[src/rtl/hazard_pkg.sv]
// hazard_pkg: types and constants shared by the hazard unit and the
// post-decode pipeline stages.
//   sb_entry_t    scoreboard entry {valid, rd, is_branch}; rd is held at the
//                 widest supported register-index width and zero-extended
//   br_state_t    branch-control states
//   FWD_REGFILE   forward-select code meaning "read the register file"
//   WRITE_PAIR_W  width of the stage write-back pair bus
//   BRANCH_BUS_W  width of the branch-resolution bus
package hazard_pkg;

    // Widest register index the scoreboard can hold (REG_BITS must not exceed it).
    localparam int unsigned SB_RD_W = 8;

    typedef struct packed {
        logic               valid;
        logic [SB_RD_W-1:0] rd;
        logic               is_branch;
    } sb_entry_t;

    typedef enum logic [1:0] {
        RUN      = 2'd0,
        BR_WAIT  = 2'd1,
        FLUSH_ST = 2'd2
    } br_state_t;

    localparam int unsigned FWD_REGFILE  = 0;
    localparam int unsigned WRITE_PAIR_W = 38;
    localparam int unsigned BRANCH_BUS_W = 33;

endpackage

[src/rtl/pipeline_hazard_unit_fwd_select.sv]
// fwd_select: combinational priority match of one decode source register
// against the scoreboard. The youngest valid entry (lowest index) whose rd
// equals the source wins; register 0 never matches.
//   entry_valid  in   per-stage scoreboard valid bits
//   entry_rd     in   per-stage scoreboard destination registers
//   src          in   decode source register
//   stage_ready  in   per-stage result-valid bits
//   stage_data   in   packed per-stage results, stage i at [i*DATA_W +: DATA_W]
//   sel          out  0 = register file, k = stage k-1
//   data         out  forwarded value (0 when sel = 0)
//   hazard       out  winning entry's result is not ready yet
module fwd_select
    import hazard_pkg::*;
#(
    parameter int unsigned STAGES   = 3,
    parameter int unsigned REG_BITS = 5,
    parameter int unsigned DATA_W   = 32,
    parameter int unsigned SEL_W    = 4
) (
    input  logic [STAGES-1:0]              entry_valid,
    input  logic [STAGES-1:0][SB_RD_W-1:0] entry_rd,
    input  logic [REG_BITS-1:0]            src,
    input  logic [STAGES-1:0]              stage_ready,
    input  logic [STAGES*DATA_W-1:0]       stage_data,
    output logic [SEL_W-1:0]               sel,
    output logic [DATA_W-1:0]              data,
    output logic                           hazard
);

    logic found;

    always_comb begin
        sel    = SEL_W'(FWD_REGFILE);
        data   = '0;
        hazard = 1'b0;
        found  = 1'b0;
        for (int unsigned i = 0; i < STAGES; i++) begin
            if (!found && src != '0 && entry_valid[i] &&
                entry_rd[i] == SB_RD_W'(src)) begin
                found  = 1'b1;
                sel    = SEL_W'(i + 1);
                data   = stage_data[i*DATA_W +: DATA_W];
                // An older ready copy must not mask a younger unready one,
                // so only the winner decides the hazard.
                hazard = !stage_ready[i];
            end
        end
    end

endmodule

[src/rtl/pipeline_hazard_unit.sv]
// pipeline_hazard_unit: scoreboard-based hazard unit between decode and the
// post-decode stages. Tracks pending register writes per stage, resolves
// RS/RT forwarding, stalls on unready RAW dependencies and controls branches
// (BRANCH_MODE 0: stall until resolved; 1: predict-not-taken with flush).
//   CLOCK            in   rising-edge clock
//   RESET            in   asynchronous active-low reset
//   ENABLE           in   advance enable; 0 holds all state
//   ISSUE_VALID      in   decode presents an instruction
//   ISSUE_RD         in   destination register (0 = no write)
//   ISSUE_IS_BRANCH  in   issued instruction is a branch/jump
//   SRC_RS, SRC_RT   in   decode source registers
//   STAGE_READY      in   bit i: stage i result valid on STAGE_DATA
//   STAGE_DATA       in   packed per-stage results
//   BRANCH_VALID     in   branch resolved this cycle
//   BRANCH_TAKEN     in   resolved branch was taken
//   STALL            out  hold fetch/decode, inject bubble
//   FLUSH            out  kill fetch/decode contents
//   FWD_RS/RT_SEL    out  0 = register file, k = stage k-1
//   FWD_RS/RT_DATA   out  forwarded value
//   PENDING          out  valid scoreboard entries with rd != 0
module pipeline_hazard_unit
    import hazard_pkg::*;
#(
    parameter int unsigned STAGES      = 3,
    parameter int unsigned REG_BITS    = 5,
    parameter int unsigned DATA_W      = 32,
    parameter int unsigned BRANCH_MODE = 0,
    parameter int unsigned SEL_W       = 4
) (
    input  logic                       CLOCK,
    input  logic                       RESET,
    input  logic                       ENABLE,
    input  logic                       ISSUE_VALID,
    input  logic [REG_BITS-1:0]        ISSUE_RD,
    input  logic                       ISSUE_IS_BRANCH,
    input  logic [REG_BITS-1:0]        SRC_RS,
    input  logic [REG_BITS-1:0]        SRC_RT,
    input  logic [STAGES-1:0]          STAGE_READY,
    input  logic [STAGES*DATA_W-1:0]   STAGE_DATA,
    input  logic                       BRANCH_VALID,
    input  logic                       BRANCH_TAKEN,
    output logic                       STALL,
    output logic                       FLUSH,
    output logic [SEL_W-1:0]           FWD_RS_SEL,
    output logic [SEL_W-1:0]           FWD_RT_SEL,
    output logic [DATA_W-1:0]          FWD_RS_DATA,
    output logic [DATA_W-1:0]          FWD_RT_DATA,
    output logic [SEL_W-1:0]           PENDING
);

    sb_entry_t [STAGES-1:0]         sb_q;
    sb_entry_t [STAGES-1:0]         sb_d;
    br_state_t                      state_q;
    br_state_t                      state_d;
    logic [STAGES-1:0]              sb_valid;
    logic [STAGES-1:0][SB_RD_W-1:0] sb_rd;
    logic [STAGES-1:0]              kill;
    logic                           older_branch;
    logic                           rs_hazard;
    logic                           rt_hazard;
    logic                           br_taken;
    logic                           flush_now;
    logic                           stall_now;
    logic                           issue_accept;
    logic [SEL_W-1:0]               pending_cnt;

    assign br_taken = BRANCH_VALID & BRANCH_TAKEN;

    always_comb begin
        for (int unsigned i = 0; i < STAGES; i++) begin
            sb_valid[i] = sb_q[i].valid;
            sb_rd[i]    = sb_q[i].rd;
        end
    end

    fwd_select #(
        .STAGES   (STAGES),
        .REG_BITS (REG_BITS),
        .DATA_W   (DATA_W),
        .SEL_W    (SEL_W)
    ) u_fwd_rs (
        .entry_valid (sb_valid),
        .entry_rd    (sb_rd),
        .src         (SRC_RS),
        .stage_ready (STAGE_READY),
        .stage_data  (STAGE_DATA),
        .sel         (FWD_RS_SEL),
        .data        (FWD_RS_DATA),
        .hazard      (rs_hazard)
    );

    fwd_select #(
        .STAGES   (STAGES),
        .REG_BITS (REG_BITS),
        .DATA_W   (DATA_W),
        .SEL_W    (SEL_W)
    ) u_fwd_rt (
        .entry_valid (sb_valid),
        .entry_rd    (sb_rd),
        .src         (SRC_RT),
        .stage_ready (STAGE_READY),
        .stage_data  (STAGE_DATA),
        .sel         (FWD_RT_SEL),
        .data        (FWD_RT_DATA),
        .hazard      (rt_hazard)
    );

    // Branch control: outputs and next state.
    always_comb begin
        // In predict-not-taken mode FLUSH_ST is the extra bubble after the
        // combinational flush, so FLUSH covers both cycles there as well.
        flush_now    = (state_q == FLUSH_ST) || (BRANCH_MODE != 0 && br_taken);
        stall_now    = !flush_now && (rs_hazard || rt_hazard || state_q == BR_WAIT);
        issue_accept = ISSUE_VALID && !stall_now && !flush_now;

        state_d = state_q;
        if (ENABLE) begin
            if (BRANCH_MODE != 0) begin
                state_d = br_taken ? FLUSH_ST : RUN;
            end else begin
                unique case (state_q)
                    RUN:      if (issue_accept && ISSUE_IS_BRANCH) state_d = BR_WAIT;
                    BR_WAIT:  if (BRANCH_VALID) state_d = BRANCH_TAKEN ? FLUSH_ST : RUN;
                    FLUSH_ST: state_d = RUN;
                    default:  state_d = RUN;
                endcase
            end
        end
    end

    // Taken-branch kill mask: every entry below (younger than) the oldest
    // valid branch. Scanning from the oldest end, an entry is killed once any
    // older valid branch has been seen.
    always_comb begin
        kill         = '0;
        older_branch = 1'b0;
        if (BRANCH_MODE != 0 && br_taken) begin
            for (int unsigned k = 0; k < STAGES; k++) begin
                kill[STAGES-1-k] = older_branch;
                older_branch     = older_branch |
                                   (sb_q[STAGES-1-k].valid & sb_q[STAGES-1-k].is_branch);
            end
        end
    end

    // Scoreboard advance.
    always_comb begin
        sb_d = sb_q;
        if (ENABLE) begin
            for (int unsigned i = 1; i < STAGES; i++) begin
                if (kill[i-1]) sb_d[i] = '0;
                else           sb_d[i] = sb_q[i-1];
            end
            sb_d[0] = '0;
            if (issue_accept) begin
                sb_d[0].valid     = 1'b1;
                sb_d[0].rd        = SB_RD_W'(ISSUE_RD);
                sb_d[0].is_branch = ISSUE_IS_BRANCH;
            end
        end
    end

    // At most STAGES entries exist, so the count never exceeds STAGES.
    always_comb begin
        pending_cnt = '0;
        for (int unsigned i = 0; i < STAGES; i++) begin
            if (sb_q[i].valid && sb_q[i].rd != '0) pending_cnt = pending_cnt + SEL_W'(1);
        end
    end

    always_ff @(posedge CLOCK or negedge RESET) begin
        if (!RESET) begin
            sb_q    <= '0;
            state_q <= RUN;
        end else begin
            sb_q    <= sb_d;
            state_q <= state_d;
        end
    end

    assign STALL   = stall_now;
    assign FLUSH   = flush_now;
    assign PENDING = pending_cnt;

endmodule

[config.mk]
export PLATFORM = sky130hd
export DESIGN_NAME = pipeline_hazard_unit
export DESIGN_NICKNAME = d
export VERILOG_FILES = /design/src/rtl/hazard_pkg.sv /design/src/rtl/pipeline_hazard_unit_fwd_select.sv /design/src/rtl/pipeline_hazard_unit.sv
export SDC_FILE = /design/constraint.sdc
export NUM_CORES = 1
export LEC_CHECK = 0
export ABC_AREA = 1
export BUFFER_PORTS_ARGS = -buffer_cell sky130_fd_sc_hd__buf_4
export CELL_PAD_IN_SITES_DETAIL_PLACEMENT = 0
export CELL_PAD_IN_SITES_GLOBAL_PLACEMENT = 1
export CORE_MARGIN = 2
export CORE_UTILIZATION = 25
export DETAILED_ROUTE_END_ITERATION = 16
export PLACE_DENSITY_LB_ADDON = 0.1
export SETUP_SLACK_MARGIN = 0.05
export SYNTH_ARGS = -nofsm -noshare
export SYNTH_HDL_FRONTEND = slang
export SYNTH_HIERARCHICAL = 1
export SYNTH_SLANG_ARGS = --single-unit
[constraint.sdc]
create_clock -name CLOCK -period 1.8 [get_ports CLOCK]
set_input_delay 0.27 -clock CLOCK [delete_from_list [all_inputs] [get_ports CLOCK]]
set_output_delay 0.27 -clock CLOCK [all_outputs]
set_load 0.02 [all_outputs]
# [Yosys cells after proc, flatten, opt, wreduce, memory -nomap -nowiden]
# Index checks and enable logic that the tools add are counted.
[word_totals] reg_bits=29 output_inout_bits=78 in_bits=121 elab_cells=90
[classes] muxes=30 eq_ne=10 add_sub_neg=2 reduce_logical=41
[op_table] cell="2-to-1 mux 32 bit" count=6
[op_table] cell="== test 8 x 5 -> 1 bit" count=6
[op_table] cell="2-to-1 mux 4 bit" count=6
[op_table] cell="nonzero test 8 bit" count=3
[op_table] cell="logical AND 1 bit" count=23
[op_table] cell="2-to-1 mux 1 bit" count=13
[op_table] cell="2-to-1 mux 10 bit" count=1
[op_table] cell="nonzero test 5 bit" count=2
[op_table] cell="logical NOT 1 bit" count=9
[op_table] cell="adder 4 x 1 -> 4 bit, second input constant" count=2
[op_table] cell="2-to-1 mux 2 bit" count=3
[op_table] cell="!= test 2 bit, second input constant" count=2
[op_table] cell="one-hot mux 2 bit (2 select lines)" count=1
[op_table] cell="AND reduction 3 bit" count=1
[op_table] cell="== test 2 x 1 -> 1 bit, second input constant" count=1
[op_table] cell="== test 2 bit, second input constant" count=1
[op_table] cell="logical NOT 2 bit" count=1
[op_table] cell="logical OR 1 bit" count=2

# [Longest topological paths before layout]
# Gate-level depths: netlist of run 1.
[logic_depth] depth_word=23 mapped_depth=19

# [Hierarchy]
# The synthesis of run 1 kept the hierarchy.
[modules_own_cells] mod="fwd_select" instances=2 area_each_um2=1426.4 seq_area_each_um2=0.0 cells_each=362
[modules_own_cells] mod="pipeline_hazard_unit" instances=1 area_each_um2=1017.2 seq_area_each_um2=500.5 cells_each=124

# [Worst setup path before layout of run 1]
# Ideal clock, no wire load.
[synth_path] kind="register -> output" start="register sb_q[5] (netlist bit)" end="output port STALL" required_time_ns=1.530 setup_slack_ns=-0.253 t_arrival_ns=1.783 path_stages_with_launch=16 path_cell_list="dfrtp_1 -> inv_1 -> nand2_1 -> nand2_1 -> nor2_1 -> nand2_1 -> nor2_4 -> nor2_1 -> nand2_2 -> buf_2 -> nor2_1 -> nor2_1 -> inv_1 -> nand2_1 -> nor2_2 -> nor2_1"
[synth_between] elab_chain_cells=16
[synth_lines] element="start, declared" line_no="pipeline_hazard_unit.sv:51" source="sb_entry_t [STAGES-1:0] sb_q;"
[synth_lines] element="start signal, assigned" line_no="pipeline_hazard_unit.sv:173" source="sb_q <= '0;"
[synth_lines] element="start signal, assigned" line_no="pipeline_hazard_unit.sv:176" source="sb_q <= sb_d;"
[synth_lines] element="== test 8 x 5 -> 1 bit (*)" line_no="pipeline_hazard_unit_fwd_select.sv:39" source="entry_rd[i] == SB_RD_W'(src)) begin"
[synth_lines] element="logical AND 1 bit (*)" line_no="pipeline_hazard_unit_fwd_select.sv:38" source="if (!found && src != '0 && entry_valid[i] &&"
[synth_lines] element="2-to-1 mux 1 bit" line_no="pipeline_hazard_unit_fwd_select.sv:38"
[synth_lines] element="logical NOT 1 bit" line_no="pipeline_hazard_unit_fwd_select.sv:38"
[synth_lines] element="logical AND 1 bit (3 in series)" line_no="pipeline_hazard_unit_fwd_select.sv:38"
[synth_lines] element="2-to-1 mux 1 bit" line_no="pipeline_hazard_unit_fwd_select.sv:38"
[synth_lines] element="logical NOT 1 bit" line_no="pipeline_hazard_unit_fwd_select.sv:38"
[synth_lines] element="logical AND 1 bit (3 in series)" line_no="pipeline_hazard_unit_fwd_select.sv:38"
[synth_lines] element="2-to-1 mux 1 bit (*)" line_no="pipeline_hazard_unit_fwd_select.sv:38"
[synth_lines] element="named net rs_hazard" line_no="pipeline_hazard_unit.sv:59" source="logic rs_hazard;"
[synth_lines] element="logical OR 1 bit (*) (2 in series)" line_no="pipeline_hazard_unit.sv:113" source="stall_now = !flush_now && (rs_hazard || rt_hazard || state_q == BR_WAIT);"
[synth_lines] element="logical AND 1 bit (*)" line_no="pipeline_hazard_unit.sv:113"
[synth_lines] element="end, declared" line_no="pipeline_hazard_unit.sv:42" source="output logic STALL,"
# Mark *: on every way through the listed nets, which the timed path passes. The rest lies on a longest branch.

# [Final worst setup path of run 1]
[layout_path] start="register sb_q[23] (netlist bit)" end="output port FWD_RT_DATA[29]"
[layout_between] elab_chain_cells=3
[layout_lines] element="== test 8 x 5 -> 1 bit" line_no="pipeline_hazard_unit_fwd_select.sv:39"
[layout_lines] element="logical AND 1 bit" line_no="pipeline_hazard_unit_fwd_select.sv:38"
[layout_lines] element="2-to-1 mux 32 bit" line_no="pipeline_hazard_unit_fwd_select.sv:38"
[layout_lines] element="end, declared" line_no="pipeline_hazard_unit.sv:47" source="output logic [DATA_W-1:0] FWD_RT_DATA,"
# No other way between the ends.

==> results of run 1 <==
[per-layer routing]
layer / routed length [µm] / up-vias / track usage [%]
met4: 211 / 0 / 2.78
met5: 0 / - / 0
met1: 7370 / 2407 / 23.9
met2: 8190 / 142 / 33.2
li1: - / 2924 / -
met3: 766 / 20 / 1.79
[power groups by stage]
stage	registers (mW)	clock network, mW	logic, mW
after floorplan	0.648	0	0.690
after global placement	0.679	0	1.25
after detailed placement	0.678	0	1.24
after CTS	0.670	0.612	1.51
after global routing	0.694	0.628	1.81
final	0.677	0.608	1.63
[per-stage QoR]
step / cell area [µm²] / setup TNS, ns / util (%) / power, mW
2_1_floorplan: 4460 / -1.72 / - / 1.34
3_3_place_gp: 6320 / -27.31 / 41.8 / 1.92
3_5_place_dp: 6320 / -26.82 / 41.8 / 1.92
4_1_cts: 7120 / -37.81 / 47.0 / 2.79
5_1_grt: 7930 / -47.63 / 52.3 / 3.13
6_report: 7930 / -37.95 / 52.3 / 2.92
[logic make-up (layout without fill, tap and decap cells)]
| logic type | count (synthesis) | count (layout) |
|---|---|---|
| xor gates and xnor gates | 1 | 1 |
| and+or+nand+nor | 625 | 625 |
| DFF | 20 | 20 |
| buffers and inverters | 180 | 418 |
| AOI/OAI and AO/OA | 17 | 17 |
| adders and majority gates | 2 | 2 |
| other | 3 | 29 |
[flip-flops by register name, summed over array words and instances, names as in the netlist]
name / count
sb_q: 18
state_q: 2
[area by class of cell]
| class | instances | area [µm²] |
|---|---|---|
| tap | 188 | 235 |
| multi-input combinational | 674 | 3940 |
| timing repair buffer | 270 | 2600 |
| inverter | 144 | 543 |
| clock buffer | 3 | 75.1 |
| clock inverter | 1 | 30.0 |
| sequential | 20 | 508 |
| fill | 1573 | 7220 |
[cell usage in the layout, fill, tap and decap left out, drive strengths merged]
cell           n
nor2         312
nand2        289
buf          265
inv          144
conb          29
dfrtp         20
nand3         17
o21ai         16
clkbuf         7
nand4          4
nor3           2
ha             2
xnor2          1
a21oi          1
and2           1
bufinv         1
dlygate4sd3    1
[how the worst min path moves through the flow]
stage,from,end,depth (start not counted)
after global placement,RESET,sb_q[3]$_DFFE_PN0P_,1
final,ISSUE_RD[1],sb_q[2]$_DFFE_PN0P_,3
after floorplan,RESET,sb_q[11]$_DFFE_PN0P_,0
after global routing,ISSUE_RD[2],sb_q[3]$_DFFE_PN0P_,3
after CTS,ISSUE_RD[1],sb_q[2]$_DFFE_PN0P_,3
after detailed placement,RESET,sb_q[3]$_DFFE_PN0P_,1
[worst register-to-register path, stage by stage (launching register included)]
cell,delay (ns)
dfrtp_2,0.41
inv_1,0.06
nand2_1,0.06
nand2_1,0.05
nor2_1,0.13
nand2_1,0.11
nor2_4,0.15
buf_6,0.12
nand3_4,0.10
nor2_1,0.11
nor2_1,0.06
nor2_1,0.08
inv_1,0.05
nand2_2,0.09
nor2_4,0.05
buf_4,0.13
buf_6,0.11
buf_6,0.11
nand3_4,0.05
nand2_4,0.05
nand3_1,0.07
nand2_1,0.05
[what timing repair did]
item | CTS | global route
gates cloned | 3 | 4
gates resized for setup | 137 | 191
hold endpoints to repair | 20 | 0
setup buffers | 18 | 11
setup endpoints to repair | 80 | 80
hold buffers | 1 | 0
pin swaps | 51 | 75
==> results.py, run 1 <==
metrics = {
    "power": {
        "powerDensity_nw_per_um2": 368,
        "p_int_mw": 1.78,
        "leakage_nw": 4.28,
        "p_comb_share_pct": 56.0,
        "ir_drop_uv": 831,
        "p_sw_mw": 1.14,
        "switching_share_pct": 39.2,
        "p_clk_share_pct": 20.8,
        "seq_power_share_pct": 23.2,
    },
    "sta": {
        "fmaxAchievable_ghz": 0.420,
        "clock_skew_ns": 0.00316,
        "whs_ns": 0.241,
        "timing.final.ws_setup_ns": -0.581,
        "finalCritPeriodShare_pct": 132,
        "period_minus_slack_ns": 2.38,
        "finalMaxSlewViolations": 0,
        "finalSetupViolCount": 80,
        "grt_setup_unrepaired": "true",
        "finalHoldViolCount": 0,
    },
    "cts": {
        "clkLatencyLatePin_ns": 0.25,
        "cts_buffer_depth": 2,
        "cts_sinks": 20,
        "clockRootBuffer": "clkbuf_16",
        "cts_tree": "yes",
        "htree_num_levels": 1,
        "path_clk_slew_ns": 0.06,
        "cts_buffers": 3,
    },
    "setup_path": {
        "required_ns": 1.53,
        "cp_slowest_cell": "dfrtp_1",
        "crit_cells": 13,
        "r2r_start": "sb_q[15]$_DFFE_PN0P_",
        "timing.rr.end": "state_q[1]$_DFFE_PN0P_",
        "path_delay_family": "simple AND/OR/NAND/NOR gates",
        "slowest_delay_ns": 0.43,
        "crit_path_end_kind": "output port",
        "cp.arrival_ns": 2.11,
        "cp_num_buf_inv": 5,
        "rr_worst_depth": 21,
        "path_cells": "inv_1 -> nand2_2 -> o21ai_2 -> nor2_1 -> nand3_2 -> nor2_4 -> nand2_8 -> buf_6 -> buf_12 -> buf_4 -> nor2_4 -> nor2_4 -> buf_4",
        "cp_common_cell": "nor2_4",
        "critical_path.startpoint": "sb_q[23]$_DFFE_PN0P_",
        "start_kind": "register",
        "worstSetupPathType": "register to output port",
        "r2r_slack_ns": -0.49,
        "worstPathMaxFanout": 8,
        "endpoint": "FWD_RT_DATA[29]",
    },
    "global_routing": {
        "grt_pass1_wl_um": 24800,
        "grt.overflow.total": 0,
        "antenna_found_initial": 0,
        "first_global_vias": 5004,
        "grtUsageTotal_pct": 18.3,
        "grt_max_degree": 34,
    },
    "logic_synthesis": {
        "synth.cell_area_um2": 3870,
        "synth_edf_count": 0,
        "async_reset_ff_share_pct": 100,
        "synth-simple-area-share_pct": 63.1,
        "synth_mux_area_share_pct": 0,
        "synthAdderAreaFrac_pct": 0.647,
        "synthFlopType": "dfrtp_1",
        "yosysUniqueCellTypes": 23,
        "netlist_top_cells_area": "nor2_1 (30%), nand2_1 (28%), inv_1 (13%)",
        "netlist.area_leader.share_pct": 29.9,
        "synth_commonest_cells": "nor2_1 (308), nand2_1 (287), inv_1 (135)",
        "synth_top_family_by_area": "simple AND/OR/NAND/NOR gates",
        "synth_xor_area_share_pct": 0.226,
        "ys_warn_count": 6,
        "synth.yosys.seq_area_share_pct": 12.9,
        "synth_compound_area_share_pct": 2.39,
        "netlist.top_cell.by_area": "nor2_1",
        "ys_seq_elements": 20,
        "synth_area_per_cell_um2": 4.56,
        "yosys.cell_count.top_type": "nor2_1",
        "syn-instance-count": 848,
    },
    "detailed_routing": {
        "num_vias": 5493,
        "wl_per_cell_um": 12.7,
        "drt-pass1-iter-count": 4,
        "vias_per_cell": 4.23,
        "wirelength_um": 16500,
        "drtIter0Drc": 241,
        "route.detailed.drc": 0,
        "drtAntennaViolNets": 0,
    },
    "job": {
        "drv_cap": 0,
    },
    "die": {
        "rows": 45,
        "die_w_um": 128,
        "core_um2": 15100,
        "die_y_um": 128,
        "dieArea_um2": 16500,
        "start_util_pct": 25.6,
        "pin_count": 199,
    },
    "cells_and_area": {
        "area_growth_pct": 105,
        "nNetsFinal": 1236,
        "layout.cells.non_filler": 1300,
        "n_antenna_cell": 0,
        "drive_gt1_share_pct": 51.3,
    },
    "placement": {
        "gp_congestion": 0.815,
        "pre_cts_ws_ns": -0.505,
        "port_buffers": 193,
        "hpwlAfterDp_um": 12100,
        "placed_cells": 1266,
    },
    "status": {
        "status": "finished, violations left",
        "violations": "negative setup slack",
    },
    "worst_hold_path": {
        "hold_class": "input port to register",
    },
}
Power figures use the tool's default switching activity.
==> inputs of run 2 (changes only) <==
--- a/config.mk
+++ b/config.mk
@@ -13,7 +13,9 @@
 export CORE_UTILIZATION = 25
 export DETAILED_ROUTE_END_ITERATION = 16
 export PLACE_DENSITY_LB_ADDON = 0.1
+export REMOVE_ABC_BUFFERS = 1
 export SETUP_SLACK_MARGIN = 0.05
+export SKIP_CTS_REPAIR_TIMING = 1
 export SYNTH_ARGS = -nofsm -noshare
 export SYNTH_HDL_FRONTEND = slang
 export SYNTH_HIERARCHICAL = 1
==> run 2 against run 1 <==
The flow still finishes with violations (negative setup slack). Non-clock buffer count is 13 lower. Clock-buffer cell count is 1 higher. Worst hold slack hardly changed. Setup slack better by 0.020 ns. Die area stayed put. Cell count is 1.0% lower. Critical path type unchanged. Critical endpoint is now FWD_RS_DATA[17]. Highest routed layer unchanged.
==> results.py, run 2 (same netlist as run 1, synthesis figures left out) <==
metrics = {
    "setup_path": {
        "cp_slowest_cell": "dfrtp_2",
        "r2r_start": "sb_q[4]$_DFFE_PN0P_",
        "worstPathMaxFanout": 7,
        "cp_num_buf_inv": 4,
        "cp.arrival_ns": 2.09,
        "critical_path.startpoint": "sb_q[24]$_DFFE_PN0P_",
        "slowest_delay_ns": 0.43,
        "timing.rr.end": "sb_q[3]$_DFFE_PN0P_",
        "rr_worst_depth": 18,
        "path_cells": "nand2_1 -> nand2_1 -> nor2_1 -> nand3_2 -> nor2_2 -> nand2_4 -> buf_12 -> buf_4 -> buf_4 -> nand2_1 -> nor2_1 -> nor2_1 -> buf_4",
        "start_kind": "register",
        "required_ns": 1.53,
        "worstSetupPathType": "register to output port",
        "r2r_slack_ns": -0.28,
        "crit_path_end_kind": "output port",
        "path_delay_family": "simple AND/OR/NAND/NOR gates",
    },
    "placement": {
        "hpwlAfterDp_um": 12500,
        "gp_congestion": 0.817,
        "placed_cell_area_um2": 5800,
        "port_buffers": 193,
    },
    "power": {
        "power_mw": 2.61,
        "ir_drop_uv": 585,
        "powerDensity_nw_per_um2": 402,
        "leakage_nw": 4.12,
    },
    "cts": {
        "htree_num_levels": 1,
        "path_clk_slew_ns": 0.06,
        "clkLatencyLatePin_ns": 0.25,
        "cts_buffers": 3,
        "cts_buffer_depth": 2,
        "clockRootBuffer": "clkbuf_16",
        "cts_sinks": 20,
        "cts_tree": "yes",
    },
    "cells_and_area": {
        "stdcell_area_um2": 6490,
        "reg_top3": "sb_q (18), state_q (2)",
        "n_antenna_cell": 0,
        "final_cell_mix": "nor2_1 (287), nand2_1 (274), buf_4 (222)",
        "area_growth_pct": 67.6,
        "final_common_cell": "nor2_1",
        "fillers": 1753,
        "top_register": "sb_q",
        "drive_gt1_share_pct": 31.1,
        "nNetsFinal": 1223,
        "largest_reg_flops": 18,
    },
    "sta": {
        "finalSetupViolCount": 80,
        "finalCritPeriodShare_pct": 131,
        "finalMaxSlewViolations": 0,
        "timing.final.ws_setup_ns": -0.562,
        "finalHoldViolCount": 0,
        "grt_setup_unrepaired": "true",
        "clock_skew_ns": 0.00221,
        "fmaxAchievable_ghz": 0.423,
        "whs_ns": 0.241,
        "tns_ns": -35.13,
        "period_minus_slack_ns": 2.36,
    },
    "detailed_routing": {
        "wirelength_um": 16700,
        "drt-pass1-iter-count": 5,
        "top_layer_used": "met4",
        "vias_per_cell": 4.18,
        "drtIter0Drc": 264,
        "num_vias": 5384,
        "drtAntennaViolNets": 0,
        "route.detailed.drc": 0,
        "wl_met3_um": 919,
        "routed-wl-met2_um": 8070,
        "m1WireLength_um": 7520,
        "wl_per_cell_um": 13.0,
    },
    "status": {
        "violations": "negative setup slack",
        "status": "finished, violations left",
    },
    "die": {
        "dieArea_um2": 16500,
        "start_util_pct": 25.6,
        "die_y_um": 128,
        "core_um2": 15100,
        "pin_count": 199,
        "die_w_um": 128,
        "rows": 45,
    },
    "global_routing": {
        "grtUsageTotal_pct": 18.1,
        "grt.overflow.total": 0,
        "grt_max_degree": 40,
        "antenna_found_initial": 0,
        "first_global_vias": 4727,
        "grt_pass1_wl_um": 24300,
    },
    "worst_hold_path": {
        "holdPathStages": 3,
        "hold_end": "sb_q[1]$_DFFE_PN0P_",
        "hold_class": "input port to register",
        "hp-start": "ISSUE_RD[0]",
    },
    "job": {
        "drv_cap": 0,
    },
}
[run 2: changes by cell type in the layout (fill, tap and decap cells not counted), sizes merged]
cell	delta
bufinv	-1
clkbuf	+2
buf	-14
[run 2: area by class of cell]
cell class / count / area [µm²] / area share (%)
multi-input combinational: 674 / 2830 / 43.6
inverter: 144 / 541 / 8.33
sequential: 20 / 518 / 7.99
tap: 188 / 235 / 3.63
timing repair buffer: 257 / 2270 / 35.1
clock buffer: 4 / 88.8 / 1.37
[run 2: how the worst max path moves through the flow]
stage,endpoint,slack [ns],cells after the start
CTS,STALL,-0.68,16
global placement,sb_q[2]$_DFFE_PN0P_,-0.46,16
floorplan,sb_q[3]$_DFFE_PN0P_,-1.06,17
global route,STALL,-0.75,17
finish,FWD_RS_DATA[17],-0.56,13
detailed placement,sb_q[2]$_DFFE_PN0P_,-0.45,16
[run 2: worst register-to-register path, stage by stage (launching register included)]
cell	delay (ns)
dfrtp_2	0.44
buf_6	0.13
nand2_1	0.05
nand2_1	0.05
nor2_2	0.09
nand2_2	0.08
nor2_4	0.12
nor2_2	0.06
nand2_4	0.14
nand2_1	0.07
nor2_1	0.10
nor2_1	0.04
inv_1	0.06
nand2_2	0.07
nor2_4	0.09
buf_4	0.11
and2_4	0.18
nand3_2	0.08
o21ai_2	0.06
[run 2: power breakdown]
| group | total, mW | switching (mW) | internal [mW] |
|---|---|---|---|
| combinational | 1.40 | 0.734 | 0.670 |
| sequential | 0.690 | 0.136 | 0.553 |
| clock | 0.515 | 0.175 | 0.339 |
| total | 2.61 | 1.05 | 1.56 |
[run 2: routing by layer]
metal	global-route usage, %	vias to the layer above
met5	0	-
met4	3.23	0
met3	2.12	16
met2	31.9	157
met1	24.0	2318
li1	-	2893
[run 2: metrics by stage]
step	cells	setup slack, ns	util [%]
global route	1287	-0.753	42.8
floorplan	838	-1.06	-
CTS	1268	-0.678	38.9
global placement	1264	-0.460	38.3
detailed placement	1264	-0.446	38.3
finish	1287	-0.562	42.8
